--- config.mk ---
export PLATFORM = sky130hd
export DESIGN_NAME = water_level_monitor
export DESIGN_NICKNAME = d
export VERILOG_FILES = /design/src/rtl/water_level_monitor_pkg.sv /design/src/rtl/water_level_monitor_level_averager.sv /design/src/rtl/water_level_monitor.sv
export SDC_FILE = /design/constraint.sdc
export NUM_CORES = 1
export LEC_CHECK = 0
export ABC_AREA = 1
export CAP_MARGIN = 40
export CELL_PAD_IN_SITES_DETAIL_PLACEMENT = 0
export CELL_PAD_IN_SITES_GLOBAL_PLACEMENT = 1
export CORE_UTILIZATION = 25
export CTS_BUF_LIST = sky130_fd_sc_hd__clkbuf_2
export CTS_CLUSTER_SIZE = 30
export DETAILED_ROUTE_END_ITERATION = 8
export GPL_TIMING_DRIVEN = 0
export HOLD_SLACK_MARGIN = 0.12
export PLACE_DENSITY_LB_ADDON = 0.1
export SETUP_SLACK_MARGIN = 0.5
export SLEW_MARGIN = 10
export SYNTH_ARGS = -nofsm -noshare
export SYNTH_HDL_FRONTEND = slang
export SYNTH_SLANG_ARGS = --single-unit
--- constraint.sdc ---
create_clock -name clock -period 2.2 [get_ports clock]
set_input_delay 0.22 -clock clock [delete_from_list [all_inputs] [get_ports clock]]
set_output_delay 0.22 -clock clock [all_outputs]
set_load 0.01 [all_outputs]
--- src/rtl/water_level_monitor_pkg.sv ---
// rtl/water_level_monitor_pkg.sv - shared state encoding and default thresholds for the tank level monitor
//
// Contents:
//   lvl_state_e      : monitor state (WARMUP, RUN, FAULT)
//   DEF_*            : default parameter values shared by the monitor, condition logic and benches
//   hyst_next()      : set/clear/hold helper for hysteresis flags

package water_level_monitor_pkg;

    typedef enum logic [1:0] {
        LVL_WARMUP = 2'd0,
        LVL_RUN    = 2'd1,
        LVL_FAULT  = 2'd2
    } lvl_state_e;

    localparam int DEF_WIDTH        = 8;
    localparam int DEF_AVG_LOG2     = 2;
    localparam int DEF_FULL_LEVEL   = 200;
    localparam int DEF_FULL_HYST    = 10;
    localparam int DEF_CRIT_LEVEL   = 40;
    localparam int DEF_CRIT_HYST    = 10;
    localparam int DEF_TIMEOUT      = 1000;
    localparam int DEF_STALL_CYCLES = 50000;

    // Set wins over clear; neither condition keeps the current value.
    function automatic logic hyst_next(input logic cur, input logic set_c, input logic clr_c);
        logic nxt;
        nxt = cur;
        if (set_c) begin
            nxt = 1'b1;
        end else if (clr_c) begin
            nxt = 1'b0;
        end
        return nxt;
    endfunction

endpackage

--- src/rtl/water_level_monitor_level_averager.sv ---
// rtl/water_level_monitor_level_averager.sv - sliding window of level samples with running sum and average
//
// Ports:
//   clock          : rising-edge clock
//   reset          : synchronous, active-high
//   clear_i        : with sample_valid_i, restart the window holding only the new sample
//   sample_valid_i : accept sample_i this cycle
//   sample_i       : raw level reading
//   level_avg_o    : running sum >> AVG_LOG2 (truncated), registered

module level_averager
    import water_level_monitor_pkg::*;
#(
    parameter int WIDTH    = DEF_WIDTH,
    parameter int AVG_LOG2 = DEF_AVG_LOG2
) (
    input  logic             clock,
    input  logic             reset,
    input  logic             clear_i,
    input  logic             sample_valid_i,
    input  logic [WIDTH-1:0] sample_i,
    output logic [WIDTH-1:0] level_avg_o
);

    localparam int WIN   = 1 << AVG_LOG2;
    localparam int SUM_W = WIDTH + AVG_LOG2;

    // win_q[0] is the newest sample, win_q[WIN-1] the oldest.
    logic [WIDTH-1:0] win_q [WIN];
    logic [SUM_W-1:0] sum_q;
    logic [SUM_W-1:0] sum_d;

    // The sum of WIN samples of WIDTH bits always fits in SUM_W bits.
    always_comb begin
        sum_d = sum_q + SUM_W'(sample_i) - SUM_W'(win_q[WIN-1]);
    end

    always_ff @(posedge clock) begin
        if (reset) begin
            for (int i = 0; i < WIN; i++) begin
                win_q[i] <= '0;
            end
            sum_q <= '0;
        end else if (sample_valid_i) begin
            win_q[0] <= sample_i;
            if (clear_i) begin
                for (int i = 1; i < WIN; i++) begin
                    win_q[i] <= '0;
                end
                sum_q <= SUM_W'(sample_i);
            end else begin
                for (int i = 1; i < WIN; i++) begin
                    win_q[i] <= win_q[i-1];
                end
                sum_q <= sum_d;
            end
        end
    end

    assign level_avg_o = WIDTH'(sum_q >> AVG_LOG2);

endmodule

--- src/rtl/water_level_monitor.sv ---
// rtl/water_level_monitor.sv - tank level conditioning: averaging, hysteresis flags, silent-sensor and fill-stall detection
//
// Optional feature macro: LEVEL_MONITOR_STALL_DETECT_EN (builds the fill-stall counter;
// when undefined fill_stall is tied low).
//
// Ports:
//   clock          : rising-edge clock
//   reset          : synchronous, active-high
//   level_sample   : raw level reading
//   sample_valid   : one-cycle strobe qualifying level_sample
//   filling        : tank FSM is in FILLING
//   level_avg      : windowed average of the last 2^AVG_LOG2 samples
//   full_tank      : average high, with hysteresis
//   critical_level : average low, with hysteresis
//   sensor_fault   : no sample for TIMEOUT-1 cycles
//   fill_stall     : filling for STALL_CYCLES cycles without reaching full

module water_level_monitor
    import water_level_monitor_pkg::*;
#(
    parameter int WIDTH        = DEF_WIDTH,
    parameter int AVG_LOG2     = DEF_AVG_LOG2,
    parameter int FULL_LEVEL   = DEF_FULL_LEVEL,
    parameter int FULL_HYST    = DEF_FULL_HYST,
    parameter int CRIT_LEVEL   = DEF_CRIT_LEVEL,
    parameter int CRIT_HYST    = DEF_CRIT_HYST,
    parameter int TIMEOUT      = DEF_TIMEOUT,
    parameter int STALL_CYCLES = DEF_STALL_CYCLES
) (
    input  logic             clock,
    input  logic             reset,
    input  logic [WIDTH-1:0] level_sample,
    input  logic             sample_valid,
    input  logic             filling,
    output logic [WIDTH-1:0] level_avg,
    output logic             full_tank,
    output logic             critical_level,
    output logic             sensor_fault,
    output logic             fill_stall
);

    localparam int WIN    = 1 << AVG_LOG2;
    localparam int CNT_W  = AVG_LOG2 + 1;
    localparam int IDLE_W = $clog2(TIMEOUT);
    localparam int TH_W   = WIDTH + 1;

    localparam logic [CNT_W-1:0]  WARM_LAST = CNT_W'(WIN - 1);
    localparam logic [IDLE_W-1:0] IDLE_LAST = IDLE_W'(TIMEOUT - 1);

    // One extra bit so CRIT_LEVEL+CRIT_HYST may exceed the sample range.
    localparam logic [TH_W-1:0] FULL_SET_TH = TH_W'(FULL_LEVEL);
    localparam logic [TH_W-1:0] FULL_CLR_TH = TH_W'(FULL_LEVEL - FULL_HYST);
    localparam logic [TH_W-1:0] CRIT_SET_TH = TH_W'(CRIT_LEVEL);
    localparam logic [TH_W-1:0] CRIT_CLR_TH = TH_W'(CRIT_LEVEL + CRIT_HYST);

    generate
        if (FULL_LEVEL <= CRIT_LEVEL + CRIT_HYST) begin : g_bad_thresholds
            $error("water_level_monitor: FULL_LEVEL must exceed CRIT_LEVEL+CRIT_HYST");
        end
        if (TIMEOUT < 2) begin : g_bad_timeout
            $error("water_level_monitor: TIMEOUT must be at least 2");
        end
    endgenerate

    lvl_state_e        state_q;
    logic [CNT_W-1:0]  warm_cnt_q;
    logic [IDLE_W-1:0] idle_q;
    logic [IDLE_W-1:0] idle_d;
    logic              full_q;
    logic              crit_q;
    logic              fault_q;
    logic              timeout_hit;
    logic [TH_W-1:0]   avg_ext;
    logic              full_set;
    logic              full_clr;
    logic              crit_set;
    logic              crit_clr;

    // The first sample after a fault restarts the window instead of shifting in.
    level_averager #(
        .WIDTH    (WIDTH),
        .AVG_LOG2 (AVG_LOG2)
    ) u_averager (
        .clock          (clock),
        .reset          (reset),
        .clear_i        (state_q == LVL_FAULT),
        .sample_valid_i (sample_valid),
        .sample_i       (level_sample),
        .level_avg_o    (level_avg)
    );

    // Idle counter saturates at TIMEOUT-1; the timeout fires only on the edge
    // that reaches it, and any sample on that edge takes priority.
    always_comb begin
        idle_d = idle_q;
        if (sample_valid) begin
            idle_d = '0;
        end else if (idle_q != IDLE_LAST) begin
            idle_d = idle_q + 1'b1;
        end
    end

    assign timeout_hit = !sample_valid && (idle_q != IDLE_LAST) && (idle_d == IDLE_LAST);

    assign avg_ext  = {1'b0, level_avg};
    assign full_set = avg_ext >= FULL_SET_TH;
    assign full_clr = avg_ext <  FULL_CLR_TH;
    assign crit_set = avg_ext <= CRIT_SET_TH;
    assign crit_clr = avg_ext >  CRIT_CLR_TH;

    always_ff @(posedge clock) begin
        if (reset) begin
            state_q    <= LVL_WARMUP;
            warm_cnt_q <= '0;
            idle_q     <= '0;
            full_q     <= 1'b0;
            crit_q     <= 1'b0;
            fault_q    <= 1'b0;
        end else begin
            idle_q <= idle_d;
            unique case (state_q)
                LVL_WARMUP: begin
                    full_q <= 1'b0;
                    crit_q <= 1'b0;
                    if (sample_valid) begin
                        if (warm_cnt_q == WARM_LAST) begin
                            state_q    <= LVL_RUN;
                            warm_cnt_q <= '0;
                        end else begin
                            warm_cnt_q <= warm_cnt_q + 1'b1;
                        end
                    end else if (timeout_hit) begin
                        state_q <= LVL_FAULT;
                        fault_q <= 1'b1;
                    end
                end
                LVL_RUN: begin
                    if (timeout_hit) begin
                        state_q <= LVL_FAULT;
                        fault_q <= 1'b1;
                        full_q  <= 1'b0;
                        crit_q  <= 1'b0;
                    end else begin
                        full_q <= hyst_next(full_q, full_set, full_clr);
                        crit_q <= hyst_next(crit_q, crit_set, crit_clr);
                    end
                end
                LVL_FAULT: begin
                    full_q <= 1'b0;
                    crit_q <= 1'b0;
                    if (sample_valid) begin
                        fault_q <= 1'b0;
                        // This sample is the first of the new window.
                        if (WIN == 1) begin
                            state_q    <= LVL_RUN;
                            warm_cnt_q <= '0;
                        end else begin
                            state_q    <= LVL_WARMUP;
                            warm_cnt_q <= CNT_W'(1);
                        end
                    end
                end
                default: begin
                    state_q    <= LVL_WARMUP;
                    warm_cnt_q <= '0;
                    full_q     <= 1'b0;
                    crit_q     <= 1'b0;
                    fault_q    <= 1'b0;
                end
            endcase
        end
    end

    assign full_tank      = full_q;
    assign critical_level = crit_q;
    assign sensor_fault   = fault_q;

`ifdef LEVEL_MONITOR_STALL_DETECT_EN
    localparam int STALL_W = $clog2(STALL_CYCLES + 1);
    localparam logic [STALL_W-1:0] STALL_LAST = STALL_W'(STALL_CYCLES);

    logic [STALL_W-1:0] stall_cnt_q;
    logic [STALL_W-1:0] stall_cnt_d;
    logic               stall_q;
    logic               stall_d;

    // Reaching full clears the count but not an already-raised stall; only
    // the end of filling releases it.
    always_comb begin
        stall_cnt_d = '0;
        stall_d     = 1'b0;
        if (filling) begin
            stall_d = stall_q;
            if (!full_q) begin
                stall_cnt_d = (stall_cnt_q == STALL_LAST) ? stall_cnt_q : stall_cnt_q + 1'b1;
            end
            if (stall_cnt_d == STALL_LAST) begin
                stall_d = 1'b1;
            end
        end
    end

    always_ff @(posedge clock) begin
        if (reset) begin
            stall_cnt_q <= '0;
            stall_q     <= 1'b0;
        end else begin
            stall_cnt_q <= stall_cnt_d;
            stall_q     <= stall_d;
        end
    end

    assign fill_stall = stall_q;
`else
    logic unused_stall;
    assign unused_stall = filling ^ (STALL_CYCLES != 0);
    assign fill_stall   = 1'b0;
`endif

endmodule

==> PnR_summary.wiki <==
{| class="wikitable"
! Metric !! Value
|-
| Run status || finished clean
|-
| Number of inserted filler cells in the final layout || 1410
|-
| Pin count of the biggest net entering global routing || 18
|-
| Number of buffers added on ports || 19
|-
| Clock sink total || 60
|-
| Dpl cells || 614
|-
| Arrival @ worst endpoint || 2.66 ns
|-
| Data required time of the critical path || 2.67 ns
|-
| Maximum clock insertion buffer count || 2
|-
| Max transition margin || 0.5966
|-
| Proportion of layout cells with a drive suffix above 1 || 0.2919
|-
| Total length of routed wires || 8800 um
|-
| Top_reg_cell synth || sky130_fd_sc_hd__dfxtp_1
|-
| Final Non-Filler Cells || 655
|-
| Fraction of registers with async set or reset after synthesis || 0
|-
| Detail-routed net length per standard cell || 13.44 um
|-
| Total Die Area || 13890 um2
|-
| Maximum net fanout on the critical path || 2
|-
| Number of diodes || 0
|-
| Main area contributors after synthesis || sky130_fd_sc_hd__dfxtp_1 21%, sky130_fd_sc_hd__edfxtp_1 21%, sky130_fd_sc_hd__inv_1 9.5%
|-
| Number of enable-type register cells in the synthesized netlist || 24
|-
| DRC marker count from the first detailed-route iteration || 92
|-
| Final weighted congestion of routability-driven global placement || 0.8042
|-
| Top-count cell post-synth || sky130_fd_sc_hd__inv_1
|-
| Area fraction of the dominant cell type after synthesis || 0.2148
|-
| DRC violations left || 0
|-
| H-tree depth reported by CTS || 3
|-
| Clk slew on worst S/H paths || 0.20 ns
|-
| DP HPWL || 6469 um
|-
| Core footprint || 12820 um2
|-
| Portion of the post-synthesis area used by sequential elements || 0.4297
|-
| Cell depth of the worst hold path || 4
|-
| Cell at the root of the clock tree || sky130_fd_sc_hd__clkbuf_2
|-
| Final cycle utilization of the critical path || 0.9948
|-
| Power consumption || 3944 uW
|-
| Count of mapped cells out of synthesis || 422
|-
| Maximum ir drop on the vdd rail || 0.2502 mV
|-
| Worst-skew pair later-pin latency || 0.56 ns
|-
| Final Util || 0.3437
|-
| Synth top cells by count || 85 x sky130_fd_sc_hd__inv_1, 69 x sky130_fd_sc_hd__nand2_1, 51 x sky130_fd_sc_hd__nor2_1
|-
| Maximum capacitance violations || 0
|-
| Slew @ Worst Pin || 0.6051 ns
|-
| Final Max Tran Viols || 0
|-
| Remaining antenna violation count || 0
|-
| Die W || 117.8 um
|-
| Starting density of the core || 0.2616
|-
| Global route total overflow || 0
|-
| YS warnings || 0
|-
| GRT Util Overall || 0.1377
|-
| Overall via count from detail_route || 2781
|-
| Standby leakage power || 0.001858 uW
|-
| Setup repair after global routing missed its margin || true
|-
| Worst Reg-to-Reg Cells || 13
|-
| Detailed Routing Iterations Pass 1 || 6
|-
| Synth Cell Area || 3354 um2
|-
| Cell taking the most area after synthesis || sky130_fd_sc_hd__dfxtp_1
|-
| Average size of a mapped cell || 7.949 um2
|-
| Antenna violations before repair || 0
|-
| Number of synthesized register bits || 60
|-
| Class of the most critical setup path || reg2reg
|-
| Height of the die || 117.8 um
|-
| F_max || 456.9 MHz
|-
| Area of combinational cells with multiple inputs || 1762 um2
|-
| Fin crit period || 2.188 ns
|-
| Number of nets produced by synthesis || 457
|-
| Average via count per standard cell || 4.246
|-
| Wire length of the first global-routing pass || 14340 um
|-
| Power density over the cells || 894.7 nW/um2
|-
| Finish-stage setup viols || 0
|-
| Startpoint kind of the worst setup timing path || flop
|-
| Clock tree from TritonCTS || done
|-
| IO Count || 24
|-
| Post-synthesis cell type count || 36
|-
| Footprint of the flip-flops and latches || 1476 um2
|-
| # nets final || 513
|-
| Cell Rows || 41
|-
| Number of global-route vias before repair || 2703
|-
| Clock tree skew after final layout || 0.03541 ns
|-
| CTS Buf Count || 9
|-
| Final Hold Vio Count || 0
|-
| CP Capture Type || flop
|-
| P&R area growth vs syn || 31.41%
|-
| Path type of the worst min-delay path || in2reg
|}
## cell families (layout without fill, tap and decap cells)
| family | count (synthesis) | count (layout) | share of synthesized area |
|---|---|---|---|
| and+or+nand+nor | 167 | 167 | 0.2208 |
| buffers and inverters | 103 | 164 | 0.1283 |
| AOI/OAI and AO/OA | 62 | 62 | 0.1003 |
| DFF | 60 | 60 | 0.4297 |
| adders and majority gates | 23 | 23 | 0.1037 |
| xor gates and xnor gates | 5 | 5 | 0.01305 |
| other | 1 | 1 | 0.001118 |
| muxes | 1 | 1 | 0.002984 |
## cells in the final DEF, fill, tap and decap left out, types with 4 or more instances in the layout
cell,instances
sky130_fd_sc_hd__a21oi_1,25
sky130_fd_sc_hd__edfxtp_1,24
sky130_fd_sc_hd__clkbuf_2,14
sky130_fd_sc_hd__dfxtp_2,13
sky130_fd_sc_hd__dfxtp_4,5
sky130_fd_sc_hd__dfxtp_1,18
sky130_fd_sc_hd__nand3_2,9
sky130_fd_sc_hd__inv_1,71
sky130_fd_sc_hd__nand3_1,13
sky130_fd_sc_hd__o21ai_0,9
sky130_fd_sc_hd__a21oi_2,6
sky130_fd_sc_hd__nor3_1,4
sky130_fd_sc_hd__dlygate4sd2_1,5
sky130_fd_sc_hd__nand2_1,60
sky130_fd_sc_hd__ha_4,9
sky130_fd_sc_hd__nor2_2,6
sky130_fd_sc_hd__dlygate4sd3_1,6
sky130_fd_sc_hd__clkdlybuf4s50_1,9
sky130_fd_sc_hd__inv_2,15
sky130_fd_sc_hd__nor2_4,7
sky130_fd_sc_hd__buf_4,29
sky130_fd_sc_hd__nand4_1,4
sky130_fd_sc_hd__o21ai_1,8
sky130_fd_sc_hd__nand2_2,8
sky130_fd_sc_hd__ha_1,6
sky130_fd_sc_hd__o22ai_1,4
sky130_fd_sc_hd__nor2_1,48
sky130_fd_sc_hd__fa_1,7
## stage by stage
step | instance area [um2] | hold WS (ns) | TNS, ns | setup WS (ns)
floorplan | 3488 | 0.3504 | 0 | 0.1784
global placement | 3894 | 0.4408 | -3.078 | -0.5467
detailed placement | 3921 | 0.4453 | -3.038 | -0.5525
CTS | 4252 | 0.06102 | 0 | 0.0004958
global route | 4408 | 0.08174 | -0.2857 | -0.1502
finish | 4408 | 0.1028 | 0 | 0.01150
## power breakdown
part           switching, uW  internal (uW)
Sequential              60.5           1280
Clock                    446            259
Combinational           1000            899
## path summary, 6_finish.rpt
path                                         end  slack, ns                                  from
max             u_averager.sum_q[6]$_SDFFE_PP0P_       0.01  u_averager.win_q[3][0]$_SDFFCE_PN0P_
min          u_averager.win_q[2][4]$_SDFFE_PP0P_       0.10                                 reset
max reg2reg     u_averager.sum_q[6]$_SDFFE_PP0P_       0.01  u_averager.win_q[3][0]$_SDFFCE_PN0P_
min reg2reg            sensor_fault$_SDFFE_PP0P_       0.46             sensor_fault$_SDFFE_PP0P_
## sequential cells by signal, summed over array words and instances, names as in the netlist
register / flops
warm_cnt_q: 3
u_averager.sum_q: 10
idle_q: 10
critical_level: 1
state_q: 2
full_tank: 1
u_averager.win_q: 32
sensor_fault: 1
## timing repair
item / in CTS / in global routing
setup endpoints to repair: 26 / 61
buffers inserted: 11 / 8
gates resized for setup: 45 / 35
pin swaps: 11 / 15
hold endpoints to repair: 21 / 10
hold buffers: 6 / 1
## layer usage
metal | routed length [um] | part of all wire | track usage | vias to the layer above
met1 | 4486 | 0.51 | 0.1868 | 1287
met2 | 3900 | 0.44 | 0.2059 | 34
li1 | - | - | - | 1447
met3 | 222 | 0.025 | 0.02810 | 13
met5 | 0 | 0 | 0 | -
met4 | 190 | 0.022 | 0.06971 | 0
## critical path: stages, from the launching register on
cell and delay, ns:
sky130_fd_sc_hd__edfxtp_1 0.41, sky130_fd_sc_hd__ha_1 0.29, sky130_fd_sc_hd__inv_2 0.07, sky130_fd_sc_hd__ha_4 0.13
sky130_fd_sc_hd__inv_2 0.04, sky130_fd_sc_hd__fa_2 0.38, sky130_fd_sc_hd__nand3b_1 0.19, sky130_fd_sc_hd__nand2_2 0.09
sky130_fd_sc_hd__nand2_1 0.06, sky130_fd_sc_hd__a21oi_2 0.13, sky130_fd_sc_hd__nor2_1 0.05, sky130_fd_sc_hd__nand2_1 0.08
sky130_fd_sc_hd__nand3_2 0.08, sky130_fd_sc_hd__a21oi_2 0.11
## layout make-up
class	count	share of cell area
Clock buffer	10	0.01135
Inverter	88	0.07607
Clock inverter	6	0.01249
Multi-Input combinational cell	259	0.3997
Sequential cell	60	0.3349
Timing Repair Buffer	45	0.09310
Tap cell	172	0.04882
Buffer	15	0.02356
Note: power is estimated with default switching activity, not from simulation.
